[src/rtl/instruction_loader_pkg.sv]
// Shared definitions for the instruction loader: FSM state encoding and frame field widths.
package instruction_loader_pkg;
  localparam int HDR_W  = 16;
  localparam int BYTE_W = 8;

  typedef enum logic [2:0] {
    HDR0  = 3'd0,
    HDR1  = 3'd1,
    DATA  = 3'd2,
    CHK   = 3'd3,
    DONE  = 3'd4,
    ERROR = 3'd5
  } ld_state_e;
endpackage

[src/rtl/instruction_loader_word_packer.sv]
// Byte-to-word packer: keeps the three previous bytes and flags the 4th byte of each word.
module loader_word_packer
  import instruction_loader_pkg::*;
(
  input  logic              clk,
  input  logic              reset,
  input  logic              clr,
  input  logic              byte_vld,
  input  logic [BYTE_W-1:0] byte_in,
  output logic [31:0]       word_next,
  output logic              word_last
);
  logic [23:0] shift_q, shift_d;
  logic [1:0]  cnt_q, cnt_d;

  always_comb begin
    shift_d = shift_q;
    cnt_d   = cnt_q;
    if (clr) begin
      shift_d = '0;
      cnt_d   = '0;
    end else if (byte_vld) begin
      shift_d = {shift_q[15:0], byte_in};
      cnt_d   = cnt_q + 2'd1;
    end
  end

  always_ff @(posedge clk or negedge reset) begin
    if (!reset) begin
      shift_q <= '0;
      cnt_q   <= '0;
    end else begin
      shift_q <= shift_d;
      cnt_q   <= cnt_d;
    end
  end

  // The word is complete combinationally with the 4th byte; the top registers it.
  assign word_next = {shift_q, byte_in};
  assign word_last = byte_vld && !clr && (cnt_q == 2'd3);
endmodule

[src/rtl/instruction_loader.sv]
// Receives a length-prefixed, XOR-checksummed program image byte stream and writes it
// word by word into instruction RAM, holding the CPU in reset until the image is verified.
module instruction_loader
  import instruction_loader_pkg::*;
#(
  parameter int ADDR_W  = 8,
  parameter int TIMEOUT = 100000
) (
  input  logic              clk,
  input  logic              reset,
  input  logic [BYTE_W-1:0] RxData,
  input  logic              RxValid,
  input  logic              Reload,
  output logic              MemWrite,
  output logic [31:0]       MemAddr,
  output logic [31:0]       MemWData,
  output logic              CpuReset_n,
  output logic              Loading,
  output logic              Error,
  output logic [ADDR_W:0]   WordCount
);
  localparam int TMO_W = $clog2(TIMEOUT + 1);
  localparam logic [HDR_W:0] CAP = (HDR_W+1)'(1) << ADDR_W;

  ld_state_e         state_q, state_d;
  logic [BYTE_W-1:0] hdr_hi_q, hdr_hi_d;
  logic [ADDR_W:0]   wcnt_q, wcnt_d;
  logic [ADDR_W-1:0] widx_q, widx_d;
  logic [BYTE_W-1:0] xor_q, xor_d;
  logic [TMO_W-1:0]  tmo_q, tmo_d;
  logic              we_q, we_d;
  logic [ADDR_W-1:0] addr_q, addr_d;
  logic [31:0]       wdata_q, wdata_d;

  logic              rx;
  logic              pk_vld;
  logic [31:0]       pk_word;
  logic              pk_last;
  logic [HDR_W-1:0]  n_hdr;
  logic              in_frame;

  assign rx       = RxValid && !Reload;
  assign pk_vld   = rx && (state_q == DATA);
  assign n_hdr    = {hdr_hi_q, RxData};
  assign in_frame = (state_q == HDR1) || (state_q == DATA) || (state_q == CHK);

  loader_word_packer u_packer (
    .clk       (clk),
    .reset     (reset),
    .clr       (Reload),
    .byte_vld  (pk_vld),
    .byte_in   (RxData),
    .word_next (pk_word),
    .word_last (pk_last)
  );

  always_comb begin
    state_d  = state_q;
    hdr_hi_d = hdr_hi_q;
    wcnt_d   = wcnt_q;
    widx_d   = widx_q;
    xor_d    = xor_q;
    tmo_d    = tmo_q;
    we_d     = 1'b0;
    addr_d   = addr_q;
    wdata_d  = wdata_q;

    if (Reload) begin
      state_d  = HDR0;
      hdr_hi_d = '0;
      wcnt_d   = '0;
      widx_d   = '0;
      xor_d    = '0;
      tmo_d    = '0;
    end else begin
      if (in_frame) tmo_d = rx ? '0 : tmo_q + TMO_W'(1);

      unique case (state_q)
        HDR0: if (rx) begin
          hdr_hi_d = RxData;
          state_d  = HDR1;
        end
        HDR1: if (rx) begin
          if ({1'b0, n_hdr} > CAP) begin
            state_d = ERROR;
          end else begin
            wcnt_d  = n_hdr[ADDR_W:0];
            state_d = (n_hdr == '0) ? CHK : DATA;
          end
        end
        DATA: if (rx) begin
          xor_d = xor_q ^ RxData;
          if (pk_last) begin
            we_d    = 1'b1;
            addr_d  = widx_q;
            wdata_d = pk_word;
            widx_d  = widx_q + ADDR_W'(1);
            if ({1'b0, widx_q} == wcnt_q - (ADDR_W+1)'(1)) state_d = CHK;
          end
        end
        CHK: if (rx) state_d = (RxData == xor_q) ? DONE : ERROR;
        default: ;
      endcase

      // A byte arriving on the last idle clock still counts as activity.
      if (in_frame && !rx && (tmo_q == TMO_W'(TIMEOUT - 1))) state_d = ERROR;
    end
  end

  always_ff @(posedge clk or negedge reset) begin
    if (!reset) begin
      state_q  <= HDR0;
      hdr_hi_q <= '0;
      wcnt_q   <= '0;
      widx_q   <= '0;
      xor_q    <= '0;
      tmo_q    <= '0;
      we_q     <= 1'b0;
      addr_q   <= '0;
      wdata_q  <= '0;
    end else begin
      state_q  <= state_d;
      hdr_hi_q <= hdr_hi_d;
      wcnt_q   <= wcnt_d;
      widx_q   <= widx_d;
      xor_q    <= xor_d;
      tmo_q    <= tmo_d;
      we_q     <= we_d;
      addr_q   <= addr_d;
      wdata_q  <= wdata_d;
    end
  end

  assign MemWrite   = we_q;
  assign MemAddr    = {{(30-ADDR_W){1'b0}}, addr_q, 2'b00};
  assign MemWData   = wdata_q;
  assign CpuReset_n = (state_q == DONE);
  assign Loading    = in_frame;
  assign Error      = (state_q == ERROR);
  assign WordCount  = wcnt_q;
endmodule

[config.mk]
export PLATFORM = sky130hd
export DESIGN_NAME = instruction_loader
export DESIGN_NICKNAME = d
export VERILOG_FILES = /design/src/rtl/instruction_loader_pkg.sv /design/src/rtl/instruction_loader_word_packer.sv /design/src/rtl/instruction_loader.sv
export SDC_FILE = /design/constraint.sdc
export NUM_CORES = 1
export LEC_CHECK = 0
export BUFFER_PORTS_ARGS = -buffer_cell sky130_fd_sc_hd__buf_2
export CORE_UTILIZATION = 60
export DETAILED_ROUTE_END_ITERATION = 16
export GPL_ROUTABILITY_DRIVEN = 0
export GPL_TIMING_DRIVEN = 0
export PLACE_DENSITY = 0.84
export SETUP_SLACK_MARGIN = 0.4
export SLEW_MARGIN = 5
export SYNTH_ARGS = -nofsm -noshare
export SYNTH_HDL_FRONTEND = slang
export SYNTH_SLANG_ARGS = --single-unit
[constraint.sdc]
create_clock -name clk -period 4.85 [get_ports clk]
set_input_delay 0.7275 -clock clk [delete_from_list [all_inputs] [get_ports clk]]
set_output_delay 0.7275 -clock clk [all_outputs]
set_load 0.01 [all_outputs]
==> summary.txt <==
Final layout
  • Commonest cells after routing, fill and taps aside: dfrtp_1 (120), nand2_1 (90), buf_2 (62)
  • Share of layout cells above drive strength 1: 0.236
  • Final net count: 639
  • Area growth from synthesis to layout: 21.0%
  • Antenna cell count: 0
  • Commonest non-fill, non-tap cell in the layout: dfrtp_1

GRT
  • Met2 Track Usage GR: 0.465
  • Initial antenna violation count: 0
  • GR Util met3: 0.0702
  • Grt total ovfl: 0
  • Met1 Usage GRT: 0.384
  • Busiest grt layer: met2
  • First-pass GRT wire length: 21500 um
  • Largest net degree at the start of global routing: 91
  • Gr usage total: 0.290
  • Vias in the first global route: 4281

Clock network
  • Post-CTS setup buffer count: 0
  • Cts bufs inserted: 17
  • Clock root cell: clkbuf_8
  • Sinks on Clock Net: 120
  • Reg clk slew, reported paths: 0.06 ns
  • Post-CTS Resized: 0
  • H-tree levels: 4
  • CTS tree: yes
  • Clock latency on the worst-skew pair: 0.51 ns
  • Hold_buf cts: 0
  • Clk buf depth: 2

Yosys
  • Synth Flop Type: dfrtp_1
  • Post-synth EDFFs: 0
  • Yosys reg bits: 120
  • Synth area leader: dfrtp_1
  • Sequential share of the synthesized area: 0.542
  • Post-Syn Instances: 525
  • Synth top area share: 0.542
  • Ys async rst share: 1.00
  • YS warnings: 0
  • Post-Syn Area per Cell: 10.6 um^2
  • Synth unique cells: 53
  • Cell Area, Synth: between 5000 and 6000 um^2
  • Ranking of synthesized cells by area: dfrtp_1 (54%), nand2_1 (6.1%), a22o_1 (5.2%), mux2_2 (5.1%), xor2_1 (4.1%)

Placed design
  • HPWL after detailed placement: 8220 um
  • Dpl ws: 2.23 ns
  • IO buf count: 55

Worst setup path
  • Kind of end point of the critical path: flop
  • CP Launch Type: flop
  • Worst Setup Path Type: flop to flop
  • Worst r2r src: state_q[0]$_DFFE_PN0P_
  • FF-to-FF setup slack: around 2.4 ns
  • Reg2reg end: MemWData[24]$_DFFE_PN0P_
  • Depth of the worst register-to-register path: 6
  • Worst EP required: 5.24 ns
  • CP max FO: 10
  • Crit path DAT: around 2.8 ns

Floorplan
  • DIE HEIGHT: approximately 100 um
  • Top Ports: 89
  • Die area: 9620 um^2
  • Num rows: 34
  • Core ar.: 8850 um^2
  • Die W: 98.1 um
  • Starting Density: 0.626

Routing
  • Vias/cell: 5.94
  • Via count: 4419
  • WL/cell: 17.6 um
  • DRT Wirelength: 13100 um
  • Residual DRC: 11
  • Routed Antenna Nets: 0
  • Drt first pass iters: 11
  • Starting DRT DRC Count: 447

Power
  • Leakage: 0.00344 uW
  • VDD IR max: 0.344 mV
  • Power Dens Cells: 386 nW/um^2

Hold path
  • Hold Crit Class: input port to async pin

STA
  • F_max: 0.415 GHz
  • Slew headroom: 0.427
  • Total Neg Setup Slack: 0 ns
  • Setup ws final: 2.44 ns
  • Unrepaired setup endpoints after global routing: no
  • Final setup fails: 0
  • Least-Margin Pin Slew: 0.853 ns
  • Max Slew Vio Count: 0
  • Fin. Hold Viols: 0
  • Min cycle time layout: 2.41 ns
  • Final period utilization: 0.497
  • Clock Skew: about 0.0084 ns

Outcome
  • Failing checks: DRC
  • Status: finished, violations left

Flow run
  • Maxcap violations: 0
how the worst max path moves through the flow:
stage	from	to
floorplan	RxData[7]	WordCount[0]$_DFFE_PN0P_
global placement	reset	MemWData[13]$_DFFE_PN0P_
detailed placement	RxData[7]	WordCount[6]$_DFFE_PN0P_
CTS	state_q[0]$_DFFE_PN0P_	MemWData[24]$_DFFE_PN0P_
global route	state_q[0]$_DFFE_PN0P_	MemWData[24]$_DFFE_PN0P_
finish	state_q[0]$_DFFE_PN0P_	MemWData[24]$_DFFE_PN0P_
metal layers:
metal / wire (um) / up-vias
li1: - / 1955
met4: 274 / 0
met1: 5480 / 2218
met2: 6460 / 217
met5: 0 / -
met3: 918 / 29
synth_stat cells (all sizes together), types with 3 or more instances:
library cell,n
buf,32
nor4,8
nand2,90
o21ai,4
a21oi,18
a22o,34
and3,5
nand3b,3
nand4,8
nand3,7
mux2,25
nor2b,3
or3,6
clkbuf,22
xnor2,19
nor2,35
dfrtp,120
inv,12
ha,4
xor2,26
nor3b,3
nor3,10
report_power, final:
part	total (uW)	internal, uW	switching [uW]
sequential	1040	1020	17.2
combinational	206	71.5	134
clock	1340	899	445
total	2590	1990	597
state kept, by name, indices dropped and copies added (netlist names):
signal            count
WordCount             9
xor_q                 8
tmo_q                17
addr_q                8
widx_q                8
u_packer.shift_q     24
u_packer.cnt_q        2
MemWrite              1
state_q               3
MemWData             32
hdr_hi_q              8
cells by family (layout without fill, tap and decap cells):
family / Yosys count / in the layout / synth area share
buf+inv: 66 / 154 / 0.0628
compound gates: 74 / 74 / 0.102
mux: 26 / 26 / 0.0526
other cells: 1 / 24 / 0.000677
xor+xnor: 45 / 45 / 0.0711
fa+ha+maj: 4 / 4 / 0.00903
flops: 120 / 120 / 0.542
simple gates: 189 / 189 / 0.160
critical path, cell delays in order, from the launching register on:
cell and delay [ns]:
dfrtp_1 0.38, buf_2 0.19, nor3b_1 0.36, nand3_1 0.45
inv_1 0.24, buf_2 0.30, mux2_2 0.38
final cells by class:
cell class	instances	area, um^2
Multi-Input combinational cell	362	2280
Clock inverter	12	198
Tap cell	108	135
Sequential cell	120	3000
Inverter	12	45.0
Clock buffer	20	435
Buffer	54	303
Fill cell	579	2140
Timing Repair Buffer	56	309
stage by stage:
| stage | std cells | area, um^2 | total power (uW) | util | hold slack [ns] |
|---|---|---|---|---|---|
| 6_report | 744 | 6710 | 2590 | 0.758 | 0.0900 |
| 5_1_grt | 744 | 6710 | 2660 | 0.758 | 0.0920 |
| 4_1_cts | 744 | 6710 | 2590 | 0.758 | 0.0866 |
| 3_5_place_dp | 712 | 6070 | 1250 | 0.686 | 0.457 |
| 3_3_place_gp | 711 | 6040 | 1240 | 0.682 | 0.453 |
| 2_1_floorplan | 548 | 5630 | 1190 | - | 0.432 |
No activity file was read; power rests on OpenSTA's default activity.
